--- config.mk ---
export PLATFORM = sky130hd
export DESIGN_NAME = rx_stream_xor
export DESIGN_NICKNAME = d
export VERILOG_FILES = /design/src/rtl/rx_stream_xor.sv
export SDC_FILE = /design/constraint.sdc
export NUM_CORES = 1
export LEC_CHECK = 0
export BUFFER_PORTS_ARGS = -buffer_cell sky130_fd_sc_hd__buf_2
export CAP_MARGIN = 20
export CORE_MARGIN = 4
export CORE_UTILIZATION = 59
export CTS_CLUSTER_DIAMETER = 80
export DETAILED_ROUTE_END_ITERATION = 16
export GPL_TIMING_DRIVEN = 0
export PLACE_DENSITY = 0.85
export SYNTH_ARGS = -nofsm -noshare
export SYNTH_HDL_FRONTEND = slang
export SYNTH_SLANG_ARGS = --single-unit
--- constraint.sdc ---
create_clock -name s_axi_aclk -period 3.4 [get_ports s_axi_aclk]
set_clock_uncertainty 0.1 [all_clocks]
set_input_delay 0.51 -clock s_axi_aclk [delete_from_list [all_inputs] [get_ports s_axi_aclk]]
set_output_delay 0.51 -clock s_axi_aclk [all_outputs]
set_load 0.02 [all_outputs]
--- src/rtl/rx_stream_xor.sv ---
// Receive-side AXI-Stream descrambler: payload XOR 32-bit LFSR keystream, N lanes per beat,
// 2-entry skid buffer. Define RX_STREAM_XOR_STATS_EN to add frame/beat counters and SOF error flag.
module rx_stream_xor #(
  parameter int          DATA_WIDTH = 32,
  parameter logic [31:0] LFSR_INIT  = 32'h0000_0001
) (
  input  logic                  s_axi_aclk,
  input  logic                  s_axi_aresetn,
  input  logic                  i_cfg_enable,
  input  logic [31:0]           i_cfg_seed,
  input  logic                  i_cfg_reload,
  input  logic                  i_cfg_sof_reseed,
  input  logic                  s_axis_tvalid,
  output logic                  s_axis_tready,
  input  logic [DATA_WIDTH-1:0] s_axis_tdata,
  input  logic                  s_axis_sof,
  input  logic                  s_axis_eof,
  output logic                  m_axis_tvalid,
  input  logic                  m_axis_tready,
  output logic [DATA_WIDTH-1:0] m_axis_tdata,
  output logic                  m_axis_sof,
  output logic                  m_axis_eof
`ifdef RX_STREAM_XOR_STATS_EN
  ,
  input  logic                  i_stats_clr,
  output logic [31:0]           o_frame_cnt,
  output logic [31:0]           o_beat_cnt,
  output logic                  o_sof_err
`endif
);

  localparam int LANES = DATA_WIDTH / 32;

  function automatic logic [31:0] lfsr_step(input logic [31:0] s);
    return {s[30:0], s[31] ^ s[21] ^ s[1] ^ s[0]};
  endfunction

  function automatic logic [31:0] lfsr_advance(input logic [31:0] s0);
    logic [31:0] s;
    s = s0;
    for (int k = 0; k < LANES; k++) begin
      s = lfsr_step(s);
    end
    return s;
  endfunction

  function automatic logic [DATA_WIDTH-1:0] make_keystream(input logic [31:0] s0);
    logic [31:0]           s;
    logic [DATA_WIDTH-1:0] ks;
    s  = s0;
    ks = '0;
    for (int k = 0; k < LANES; k++) begin
      ks[32*k +: 32] = s;
      s = lfsr_step(s);
    end
    return ks;
  endfunction

  // An all-zero state would lock the LFSR, so a zero seed is replaced by 1.
  function automatic logic [31:0] seed_fix(input logic [31:0] s);
    if (s == 32'h0000_0000) begin
      return 32'h0000_0001;
    end else begin
      return s;
    end
  endfunction

  logic                  tready_r;
  logic [31:0]           lfsr_r;
  logic                  out_valid_r, out_sof_r, out_eof_r;
  logic [DATA_WIDTH-1:0] out_data_r;
  logic                  skid_valid_r, skid_sof_r, skid_eof_r;
  logic [DATA_WIDTH-1:0] skid_data_r;

  logic                  accept_s, drain_s, reload_now_s;
  logic [31:0]           seed_fixed_s, lane0_state_s, lfsr_next_s;
  logic [DATA_WIDTH-1:0] beat_data_s;
  logic                  out_valid_next_s, out_sof_next_s, out_eof_next_s;
  logic [DATA_WIDTH-1:0] out_data_next_s;
  logic                  skid_valid_next_s, skid_sof_next_s, skid_eof_next_s;
  logic [DATA_WIDTH-1:0] skid_data_next_s;

  assign accept_s      = s_axis_tvalid & tready_r;
  assign drain_s       = out_valid_r & m_axis_tready;
  assign seed_fixed_s  = seed_fix(i_cfg_seed);
  assign reload_now_s  = i_cfg_reload | (i_cfg_sof_reseed & accept_s & s_axis_sof);
  assign lane0_state_s = reload_now_s ? seed_fixed_s : lfsr_r;
  assign beat_data_s   = s_axis_tdata ^ make_keystream(lane0_state_s);

  // Keystream state: advances only on accepted beats; a reload without accept just loads the seed.
  always_comb begin
    lfsr_next_s = lfsr_r;
    if (accept_s) begin
      lfsr_next_s = lfsr_advance(lane0_state_s);
    end else if (i_cfg_reload) begin
      lfsr_next_s = seed_fixed_s;
    end else begin
      lfsr_next_s = lfsr_r;
    end
  end

  // Skid buffer next state: the output register is always filled before the skid register.
  always_comb begin
    out_valid_next_s  = out_valid_r;
    out_data_next_s   = out_data_r;
    out_sof_next_s    = out_sof_r;
    out_eof_next_s    = out_eof_r;
    skid_valid_next_s = skid_valid_r;
    skid_data_next_s  = skid_data_r;
    skid_sof_next_s   = skid_sof_r;
    skid_eof_next_s   = skid_eof_r;
    if (drain_s) begin
      if (skid_valid_r) begin
        out_data_next_s   = skid_data_r;
        out_sof_next_s    = skid_sof_r;
        out_eof_next_s    = skid_eof_r;
        skid_valid_next_s = 1'b0;
      end else if (accept_s) begin
        out_data_next_s   = beat_data_s;
        out_sof_next_s    = s_axis_sof;
        out_eof_next_s    = s_axis_eof;
      end else begin
        out_valid_next_s  = 1'b0;
      end
    end else if (accept_s) begin
      if (out_valid_r) begin
        skid_valid_next_s = 1'b1;
        skid_data_next_s  = beat_data_s;
        skid_sof_next_s   = s_axis_sof;
        skid_eof_next_s   = s_axis_eof;
      end else begin
        out_valid_next_s  = 1'b1;
        out_data_next_s   = beat_data_s;
        out_sof_next_s    = s_axis_sof;
        out_eof_next_s    = s_axis_eof;
      end
    end else begin
      out_valid_next_s = out_valid_r;
    end
  end

  // State registers; tready_r equals (enable delayed one cycle) & (skid empty).
  always_ff @(posedge s_axi_aclk or negedge s_axi_aresetn) begin
    if (!s_axi_aresetn) begin
      tready_r     <= 1'b0;
      lfsr_r       <= LFSR_INIT;
      out_valid_r  <= 1'b0;
      out_data_r   <= '0;
      out_sof_r    <= 1'b0;
      out_eof_r    <= 1'b0;
      skid_valid_r <= 1'b0;
      skid_data_r  <= '0;
      skid_sof_r   <= 1'b0;
      skid_eof_r   <= 1'b0;
    end else begin
      tready_r     <= i_cfg_enable & ~skid_valid_next_s;
      lfsr_r       <= lfsr_next_s;
      out_valid_r  <= out_valid_next_s;
      out_data_r   <= out_data_next_s;
      out_sof_r    <= out_sof_next_s;
      out_eof_r    <= out_eof_next_s;
      skid_valid_r <= skid_valid_next_s;
      skid_data_r  <= skid_data_next_s;
      skid_sof_r   <= skid_sof_next_s;
      skid_eof_r   <= skid_eof_next_s;
    end
  end

  assign s_axis_tready = tready_r;
  assign m_axis_tvalid = out_valid_r;
  assign m_axis_tdata  = out_data_r;
  assign m_axis_sof    = out_sof_r;
  assign m_axis_eof    = out_eof_r;

`ifdef RX_STREAM_XOR_STATS_EN
  logic        in_frame_r;
  logic        sof_err_r;
  logic [31:0] frame_cnt_r, beat_cnt_r;
  logic        framing_bad_s;

  assign framing_bad_s = accept_s & (s_axis_sof ? in_frame_r : ~in_frame_r);

  // Frame statistics; clear has priority over a same-cycle increment.
  always_ff @(posedge s_axi_aclk or negedge s_axi_aresetn) begin
    if (!s_axi_aresetn) begin
      in_frame_r  <= 1'b0;
      sof_err_r   <= 1'b0;
      frame_cnt_r <= 32'h0000_0000;
      beat_cnt_r  <= 32'h0000_0000;
    end else begin
      if (accept_s) begin
        in_frame_r <= s_axis_sof ? ~s_axis_eof : (in_frame_r & ~s_axis_eof);
      end else begin
        in_frame_r <= in_frame_r;
      end
      if (i_stats_clr) begin
        sof_err_r   <= 1'b0;
        frame_cnt_r <= 32'h0000_0000;
        beat_cnt_r  <= 32'h0000_0000;
      end else begin
        sof_err_r   <= sof_err_r | framing_bad_s;
        frame_cnt_r <= frame_cnt_r + {31'h0, accept_s & s_axis_eof};
        beat_cnt_r  <= beat_cnt_r + {31'h0, accept_s};
      end
    end
  end

  assign o_frame_cnt = frame_cnt_r;
  assign o_beat_cnt  = beat_cnt_r;
  assign o_sof_err   = sof_err_r;
`endif

endmodule

==> impl_results.md, run 1 <==
- Top FF cell, synth: dfrtp_1
- Worst skew pair latency: 0.37 ns
- Die area: 0.01046 mm²
- Netlist cell types: 35
- H-Tree Depth: 3
- Reg power frac: 0.447
- Post-synth EDFFs: 0
- Port Buffers: 106
- P per Cell Area: 734.0 mW/mm²
- Bufs on Longest Clock Path: 2
- Dpl hpwl: 9682 µm
- Worst-path clk slew: 0.09 ns
- Routed WL: 12,960 µm
- N_diodes: 0
- Area grow syn2layout: 16.86%
- Final Hold Vio Count: 0
- Max Slew Vio Count: 0
- Vias in the first global route: 4,341
- Top post-synthesis cells by area: dfrtp_1 (49%), mux2_2 (12%), nand2_1 (7.2%), mux2i_1 (6.5%), xnor2_1 (4.8%)
- CP startpoint kind: register
- CP top delay family: buffers and inverters
- Antenna Nets Post-Route: 0
- Worst Path Buf+Inv: 4
- Critical Path Sink Type: register
- Mapped cell area: 0.005246 mm²
- Row Count: 34
- Starting DRT DRC Count: 239
- Psw: 0.001692 W
- Sw Ratio: 0.3760
- Fin nets: 702
- Post-CTS setup buffer count: 0
- Crit path top cell by count: clkbuf_1
- Slowest library cell on the worst path: clkbuf_1
- R2R cell count: 8
- First-pass GRT wire length: 21,040 µm
- Vias/cell: 5.842
- FF-to-FF setup slack: 0.46 ns
- Post-Syn Instances: 510
- Logic pwr share: 0.385
- Cts bufs inserted: 9
- Chip height: 102.3 µm
- Required @ worst endpoint: 3.52 ns
- Fin Setup TNS: 0 ns
- Sequential element share of the synthesized area: 0.4915
- Final Core Density: 0.7065
- Most frequent cell after synthesis: dfrtp_1
- Worst r2r dst: m_axis_tdata[7]
- Final cycle utilization of the critical path: 0.8650
- Routed WL per cell: 17.49 µm
- Core box area: 0.008678 mm²
- Via count: 4,329
- Crit-path cells: buf_4 > nand2_1 > clkbuf_1 > ha_1 > nor3_2 > buf_2 > clkbuf_1 > a31oi_1
- Post-route minimum period: 2.941 ns
- Net Count, Synth: 584
- Async set or reset register ratio after synthesis: 1.000
- Final GP Congestion: 0.8754
- All-Layer GR Usage: 0.2591
- Leak: 2.800 nW
- Reg-to-Reg Start: s_axis_tready
- Crit Path Category: register to register
- Die Width: 102.3 µm
- Resized Gates After CTS: 0
- Synth Register Bits: 103
- Clock power share: 0.169
- Num ports: 109
- Crit Path Max Fanout: 10
- Largest net degree at the start of global routing: 58
- Synth Warn #: 0
- Pre-Repair DR Iteration Count: 5
- Synth top cells by count: dfrtp_1 (102), nand2_1 (101), mux2_2 (56)
- TritonCTS clock tree: yes
- Root Driver: clkbuf_8
- # Max-Cap Violations: 0
- Avg Cell Area, Syn: 10.29 µm²
- Internal power: 0.002808 W
- Number of setup violations in the final report: 0
- Worst slew margin: 0.5773
- Peak VDD IR: 0.3683 mV
- Initial Utilization: 0.6045
- Worst stage delay on the critical path: 0.46 ns
- Outcome: complete, no violations
- Sink Count: 103
- # hold bufs at CTS: 0
- Min-Delay Path Class: input pin to async pin
- Worst-Margin Slew: 0.6340 ns
- Fmax: 340.0 MHz
- # fillers: 664
- RSZ-0062 raised after global routing: no
- Antenna violations before repair: 0
- Top cell type's share of synthesized area: 0.4865
- DRC Markers: 0
- Largest area contributor in the netlist: dfrtp_1
- GRT Residual Overflow: 0
- Layout cell share with drive strength beyond 1: 0.2986
- Critical Path AT: 3.06 ns
-- cell type report --
cell class / instances / area [µm²] / share of cell area
Sequential cell: 103 / 2579 / 0.4206
Multi-Input combinational cell: 371 / 2489 / 0.4059
Timing Repair Buffer: 107 / 560.5 / 0.09143
Buffer: 34 / 171.4 / 0.02796
Tap cell: 108 / 135.1 / 0.02204
Clock buffer: 10 / 127.6 / 0.02082
Clock inverter: 6 / 61.31 / 0.01000
Inverter: 2 / 7.507 / 0.001224
-- layer usage --
layer | track usage | up-vias | routed length, µm
met5 | 0 | - | 0
met4 | 0.07871 | 0 | 172
met3 | 0.04300 | 20 | 1011
met2 | 0.4393 | 186 | 6474
met1 | 0.3431 | 2117 | 5305
li1 | - | 2006 | -
-- per-stage QoR --
| stage | hold slack, ns | setup WS (ns) | total power, W | area, µm² | cells |
|---|---|---|---|---|---|
| after floorplan | 0.1144 | 1.078 | 0.003187 | 5246 | 510 |
| after global placement | 0.3612 | 0.4881 | 0.003668 | 5912 | 724 |
| after detailed placement | 0.3720 | 0.3437 | 0.003774 | 5942 | 725 |
| after CTS | 0.07022 | 0.4815 | 0.004532 | 6131 | 741 |
| after global routing | 0.09472 | 0.2663 | 0.004806 | 6131 | 741 |
| final | 0.04895 | 0.4589 | 0.004500 | 6131 | 741 |
-- registers in the layout, summed over array words and instances, names as in the netlist --
| signal | flops |
|---|---|
| s_axis_tready | 1 |
| m_axis_tdata | 32 |
| skid_sof_r | 1 |
| m_axis_tvalid | 1 |
| skid_eof_r | 1 |
| lfsr_r | 32 |
| m_axis_eof | 1 |
| skid_data_r | 32 |
| skid_valid_r | 1 |
| m_axis_sof | 1 |
-- logic make-up after synthesis --
group | synth area share
AOI/OAI and AO/OA | 0.1049
xor gates and xnor gates | 0.06010
adders and majority gates | 0.002385
buffers and inverters | 0.03410
DFF | 0.4915
muxes | 0.1851
and+or+nand+nor | 0.1219
-- worst max-delay path by stage --
stage	start	endpoint	cells after the start
floorplan	s_axis_tvalid	m_axis_tdata[10]	8
global placement	s_axis_tvalid	m_axis_tdata[11]	8
CTS	s_axis_tready	m_axis_tdata[21]	8
global route	s_axis_tready	m_axis_tdata[21]	8
detailed placement	s_axis_tvalid	m_axis_tdata[18]	8
finish	s_axis_tready	m_axis_tdata[7]	8
-- layout by cell type (no fill, tap or decap), types with 5 or more instances in the layout --
master / count
mux2i_1: 34
o211ai_1: 7
a31oi_1: 26
clkbuf_8: 9
mux2_2: 56
xnor2_1: 29
dfrtp_1: 102
o21ai_0: 40
o21a_1: 7
xor2_1: 7
nand2_1: 101
a21oi_1: 5
clkbuf_1: 27
buf_2: 107
nor2_1: 27
nand3_1: 5
nor4_1: 8
-- power by group through the flow --
stage	clock network (W)	registers [W]	logic, W
3_3_place_gp	0	0.00199	0.00168
4_1_cts	0.000777	0.00201	0.00175
2_1_floorplan	0	0.00224	0.000951
6_report	0.000759	0.00201	0.00173
5_1_grt	0.000820	0.00207	0.00192
3_5_place_dp	0	0.00203	0.00174
Note: power is estimated with default switching activity, not from simulation.
==> inputs of run 2 (changes only) <==
--- a/config.mk
+++ b/config.mk
@@ -5,6 +5,7 @@
 export SDC_FILE = /design/constraint.sdc
 export NUM_CORES = 1
 export LEC_CHECK = 0
+export ABC_CLOCK_PERIOD_IN_PS = 3400
 export BUFFER_PORTS_ARGS = -buffer_cell sky130_fd_sc_hd__buf_2
 export CAP_MARGIN = 20
 export CORE_MARGIN = 4
@@ -13,6 +14,7 @@
 export DETAILED_ROUTE_END_ITERATION = 16
 export GPL_TIMING_DRIVEN = 0
 export PLACE_DENSITY = 0.85
+export RECOVER_POWER = 25
 export SYNTH_ARGS = -nofsm -noshare
 export SYNTH_HDL_FRONTEND = slang
 export SYNTH_SLANG_ARGS = --single-unit
==> impl_results.md, run 2 (synthesis results as in run 1) <==
- Max Slew Vio Count: 47 (+47)
- DRC Markers: 0 (unchanged)
- Num ports: 109 (unchanged)
- H-Tree Depth: 3 (unchanged)
- Routed WL: 12,960 µm (about the same)
- Worst-Margin Slew: 2.590 ns (+1.956 ns)
- Clock power share: 0.169 (about the same)
- Fin Setup TNS: 0 ns (unchanged)
- Initial Utilization: 0.6045 (unchanged)
- Min-delay src: i_cfg_enable
- Internal power: 0.002808 W (about the same)
- R2R cell count: 8 (unchanged)
- Largest net degree at the start of global routing: 58 (unchanged)
- Commonest cells after routing, fill and taps aside: buf_2 (107), dfrtp_1 (102), nand2_1 (101)
- Met2 global-route usage: 0.4393 (unchanged)
- Sw Ratio: 0.3760 (about the same)
- RSZ-0062 raised after global routing: no
- Worst-path clk slew: 0.09 ns (about the same)
- Routed WL per cell: 17.49 µm (about the same)
- Crit Path Category: register to register
- Pre-CTS setup slack: 0.3437 ns (unchanged)
- Crit Path Max Fanout: 10 (unchanged)
- Dpl hpwl: 9682 µm (unchanged)
- Worst slew margin: -0.7266 (-1.304)
- Met3 GRT Util: 0.04300 (unchanged)
- Die Width: 102.3 µm (unchanged)
- Row Count: 34 (unchanged)
- Final GP Congestion: 0.8754 (unchanged)
- Bufs on Longest Clock Path: 2 (unchanged)
- Reg power frac: 0.447 (about the same)
- Area grow syn2layout: 16.79% (about the same)
- Fin nets: 702 (unchanged)
- Leak: 2.796 nW (-0.13%)
- Hold Crit Depth: 2
- Failing checks: capacitance limit, slew limit
- # Max-Cap Violations: 1 (+1)
- All-Layer GR Usage: 0.2591 (unchanged)
- Logic pwr share: 0.385 (about the same)
- GRT Residual Overflow: 0 (unchanged)
- Layout cell share with drive strength beyond 1: 0.2970 (-0.001580)
- Met1 usage: 0.3431 (unchanged)
- Most common cell after layout, fill and taps aside: buf_2
- Vias in the first global route: 4,341 (unchanged)
- Fmax: 340.3 MHz (about the same)
- Final cycle utilization of the critical path: 0.8642 (about the same)
- Sink Count: 103 (unchanged)
- CP startpoint kind: register
- Min-Delay Endpoint: s_axis_tready
- Cts bufs inserted: 9 (unchanged)
- Worst hold slack: 0.2768 ns (+0.2279 ns)
- Via count: 4,324 (-0.12%)
- Setup WS post-layout: 0.4616 ns (+0.002758 ns)
- Resized Gates After CTS: 0 (unchanged)
- P per Cell Area: 734.5 mW/mm² (about the same)
- Root Driver: clkbuf_8
- Worst r2r dst: m_axis_tdata[7]
- TritonCTS clock tree: yes
- First-pass GRT wire length: 21,040 µm (unchanged)
- Starting DRT DRC Count: 239 (unchanged)
- Chip height: 102.3 µm (unchanged)
- Die area: 0.01046 mm² (unchanged)
- N_diodes: 0 (unchanged)
- Psw: 0.001692 W (about the same)
- Critical Path Sink Type: register
- GR peak layer: met2
- Critical Path AT: 3.06 ns (about the same)
- Pre-Repair DR Iteration Count: 5 (unchanged)
- Min-Delay Path Class: input pin to register
- Number of setup violations in the final report: 0 (unchanged)
- Peak VDD IR: 0.3686 mV (about the same)
- Core box area: 0.008678 mm² (unchanged)
- Port Buffers: 106 (unchanged)
- Post-CTS setup buffer count: 0 (unchanged)
- Reg-to-Reg Start: s_axis_tready
- Required @ worst endpoint: 3.52 ns (about the same)
- Outcome: complete, but fails checks
- Vias/cell: 5.835 (-0.12%)
- Final Hold Vio Count: 0 (unchanged)
- Post-route minimum period: 2.938 ns (-0.002758 ns)
- Worst skew pair latency: 0.37 ns (about the same)
- Antenna Nets Post-Route: 0 (unchanged)
- # hold bufs at CTS: 0 (unchanged)
- Antenna violations before repair: 0 (unchanged)
- FF-to-FF setup slack: 0.46 ns (about the same)
==> run 2: cell types whose count changed in the layout (fill, tap and decap cells not counted), sizes merged <==
cell	delta
clkbuf	+1
buf	-1
==> run 2: per-layer routing <==
layer,vias up,wire (µm)
met1,2111,5330
met2,186,6473
met5,-,0
met4,0,172
met3,20,982
li1,2007,-
==> run 2: worst max path at each step <==
| stage | start | slack (ns) | cells past startpoint | end |
|---|---|---|---|---|
| global route | s_axis_tready | 0.27 | 8 | m_axis_tdata[21] |
| detailed placement | s_axis_tvalid | 0.34 | 8 | m_axis_tdata[18] |
| global placement | s_axis_tvalid | 0.49 | 8 | m_axis_tdata[11] |
| floorplan | s_axis_tvalid | 1.08 | 8 | m_axis_tdata[10] |
| finish | s_axis_tready | 0.46 | 8 | m_axis_tdata[7] |
| CTS | s_axis_tready | 0.48 | 8 | m_axis_tdata[21] |
==> run 2: power by group through the flow <==
stage               Combinational (W)  Clock, W  Sequential (W)
finish                        0.00173  0.000759         0.00201
global route                  0.00192  0.000820         0.00207
CTS                           0.00175  0.000777         0.00201
detailed placement            0.00174         0         0.00203
global placement              0.00168         0         0.00199
floorplan                    0.000951         0         0.00224
==> run 2: stage by stage <==
stage / std cells / power, W / instance area, µm² / utilization
finish: 741 / 0.004500 / 6127 / 0.7060
global route: 741 / 0.004806 / 6127 / 0.7060
CTS: 741 / 0.004532 / 6131 / 0.7065
detailed placement: 725 / 0.003774 / 5942 / 0.6847
global placement: 724 / 0.003668 / 5912 / 0.6812
floorplan: 510 / 0.003187 / 5246 / -
==> run 2: critical path, cell delays in order, from the launching register on <==
cell and delay [ns]:
dfrtp_1 0.35, buf_4 0.15, nand2_1 0.21, clkbuf_1 0.32, ha_1 0.28, nor3_2 0.41, buf_2 0.34, clkbuf_1 0.47
a31oi_1 0.17
==> run 2: area by class of cell <==
cell class	count	area (µm²)
Multi-Input combinational cell	371	2489
Clock inverter	6	61.31
Sequential cell	103	2579
Clock buffer	10	127.6
Inverter	2	7.507
Tap cell	108	135.1
Buffer	34	171.4
Timing Repair Buffer	107	556.8
Fill cell	666	2551
==> inputs of run 3 (changes only) <==
--- a/config.mk
+++ b/config.mk
@@ -8,12 +8,13 @@
 export ABC_CLOCK_PERIOD_IN_PS = 3400
 export BUFFER_PORTS_ARGS = -buffer_cell sky130_fd_sc_hd__buf_2
 export CAP_MARGIN = 20
+export CORE_ASPECT_RATIO = 0.9
 export CORE_MARGIN = 4
-export CORE_UTILIZATION = 59
+export CORE_UTILIZATION = 45
 export CTS_CLUSTER_DIAMETER = 80
 export DETAILED_ROUTE_END_ITERATION = 16
 export GPL_TIMING_DRIVEN = 0
-export PLACE_DENSITY = 0.85
+export PLACE_DENSITY = 0.68
 export RECOVER_POWER = 25
 export SYNTH_ARGS = -nofsm -noshare
 export SYNTH_HDL_FRONTEND = slang
==> impl_results.md, run 3 (synthesis results as in run 1) <==
- Outcome: complete, but fails checks
- Failing checks: capacitance limit, slew limit
- Num ports: 109 (unchanged)
- Routed WL: 13,770 µm (+6.2%)
- Worst-path clk slew: 0.07 ns (-0.02 ns)
- Setup WS post-layout: 0.4898 ns (+0.02812 ns)
- Root Driver: clkbuf_16
- TritonCTS clock tree: yes
- Worst-Margin Slew: 1.749 ns (-0.8406 ns)
- Area grow syn2layout: 19.87%
- Final cycle utilization of the critical path: 0.8560 (-0.008272)
- Reg-to-Reg Start: s_axis_tready
- Worst skew pair latency: 0.35 ns (-0.02 ns)
- Worst slew margin: -0.1662 (+0.5604)
- Antenna Nets Post-Route: 0 (unchanged)
- Crit-path cells: buf_4 > nand2_1 > clkbuf_1 > ha_1 > nor3_2 > buf_2 > clkbuf_1 > a31oi_1
- RSZ-0062 raised after global routing: no
- Min-Delay Path Class: input pin to register
- Antenna violations before repair: 0 (unchanged)
- # hold bufs at CTS: 0 (unchanged)
- Crit Path Category: register to register
- Number of setup violations in the final report: 0 (unchanged)
- Min-delay src: i_cfg_enable
- Vias in the first global route: 4,252 (-2.1%)
- Tot Pwr: 0.004820 W (+7.1%)
- Final Hold Vio Count: 0 (unchanged)
- Die Width: 121.8 µm (+19%)
- Layout cell share with drive strength beyond 1: 0.2970 (unchanged)
- Leak: 2.837 nW (+1.5%)
- Fin nets: 702 (unchanged)
- Port Buffers: 106 (unchanged)
- Worst hold slack: 0.2998 ns (+0.02292 ns)
- CP startpoint kind: register
- Required @ worst endpoint: 3.49 ns (-0.03 ns)
- Pre-Repair DR Iteration Count: 4 (-1)
- Die area: 0.01345 mm² (+29%)
- Sequential cell area: 0.002579 mm² (unchanged)
- Via count: 4,277 (-1.1%)
- Crit Path Max Fanout: 10 (unchanged)
- Slowest library cell on the worst path: clkbuf_1
- Starting DRT DRC Count: 302 (+26%)
- Chip height: 110.4 µm (+8.0%)
- Fmax: 343.6 MHz (+0.97%)
- Post-CTS setup buffer count: 0 (unchanged)
- # fillers: 1,047 (+57%)
- Post-DP Area: 0.006002 mm² (+1.0%)
- Critical Path Sink Type: register
- Combined area of the multi-input logic cells: 0.002489 mm² (unchanged)
- Bufs on Longest Clock Path: 2 (unchanged)
- # Max-Cap Violations: 1 (unchanged)
- GRT Residual Overflow: 0 (unchanged)
- H-Tree Depth: 3 (unchanged)
- Final GP Congestion: 0.8234 (-5.9%)
- Resized Gates After CTS: 0 (unchanged)
- Fin Setup TNS: 0 ns (unchanged)
- Fin area: 0.006289 mm² (+2.6%)
- N_diodes: 0 (unchanged)
- Largest net degree at the start of global routing: 72 (+24%)
- Worst stage delay on the critical path: 0.48 ns (about the same)
- Pre-CTS setup slack: 0.2956 ns (-0.04805 ns)
- Most common cell after layout, fill and taps aside: buf_2
- Sink Count: 103 (unchanged)
- Cts bufs inserted: 9 (unchanged)
- Vias/cell: 5.421 (-7.1%)
- FF-to-FF setup slack: 0.49 ns (+0.03 ns)
- Dpl hpwl: 10,250 µm (+5.9%)
- Initial Utilization: 0.4588 (-0.1457)
- P per Cell Area: 766.4 mW/mm² (+4.3%)
- Worst Path Buf+Inv: 4 (unchanged)
- Crit path top cell by count: clkbuf_1
- Commonest cells after routing, fill and taps aside: buf_2 (107), dfrtp_1 (102), nand2_1 (101)
- All-Layer GR Usage: 0.2092 (-0.04991)
- Row Count: 37 (+8.8%)
- DRC Markers: 0 (unchanged)
- Min-Delay Endpoint: s_axis_tready
- Worst r2r dst: m_axis_tdata[11]
- R2R cell count: 8 (unchanged)
- Core box area: 0.01143 mm² (+32%)
- Post-route minimum period: 2.910 ns (-0.02812 ns)
- Peak VDD IR: 0.3825 mV (+3.8%)
- Worst Setup SP: s_axis_tready
- Max Slew Vio Count: 34 (-28%)
- First-pass GRT wire length: 22,000 µm (+4.6%)
- Routed WL per cell: 17.45 µm (-0.23%)
- Critical Path AT: 3.00 ns (-0.06 ns)
- Hold Crit Depth: 2 (unchanged)
- CP top delay family: buffers and inverters
[run 3: worst max path at each step]
stage	endpoint	slack (ns)	cells after the start
floorplan	m_axis_tdata[10]	1.08	8
global placement	m_axis_tdata[9]	0.41	8
detailed placement	m_axis_tdata[20]	0.30	8
CTS	m_axis_tdata[20]	0.44	8
global route	m_axis_tdata[12]	0.24	2
finish	m_axis_tdata[11]	0.49	8
[run 3: power breakdown]
group          internal, W  switching (W)  total (W)
logic             0.000730        0.00101    0.00174
clock network     0.000613       0.000457    0.00107
registers          0.00174       0.000269    0.00201
total              0.00308        0.00174    0.00482
[run 3: stage by stage]
stage / util / instances
floorplan: - / 510
global placement: 0.5223 / 772
detailed placement: 0.5249 / 773
CTS: 0.5520 / 789
global route: 0.5500 / 789
finish: 0.5500 / 789
[run 3: routing by layer]
metal,global-route usage,up-vias,share of wire
met2,0.3222,138,0.47
li1,-,2007,-
met4,0.05004,0,0.010
met5,0,-,0
met1,0.2906,2120,0.45
met3,0.06298,12,0.073
[run 3: final cells by class]
class	instances	share of cell area
plain buffers	34	0.02726
clock buffers	12	0.04079
clock inverters	4	0.008556
inverters	2	0.001194
multi-input cells	371	0.3957
flip-flops and latches	103	0.4101
well taps	156	0.03104
repair buffers	107	0.08536
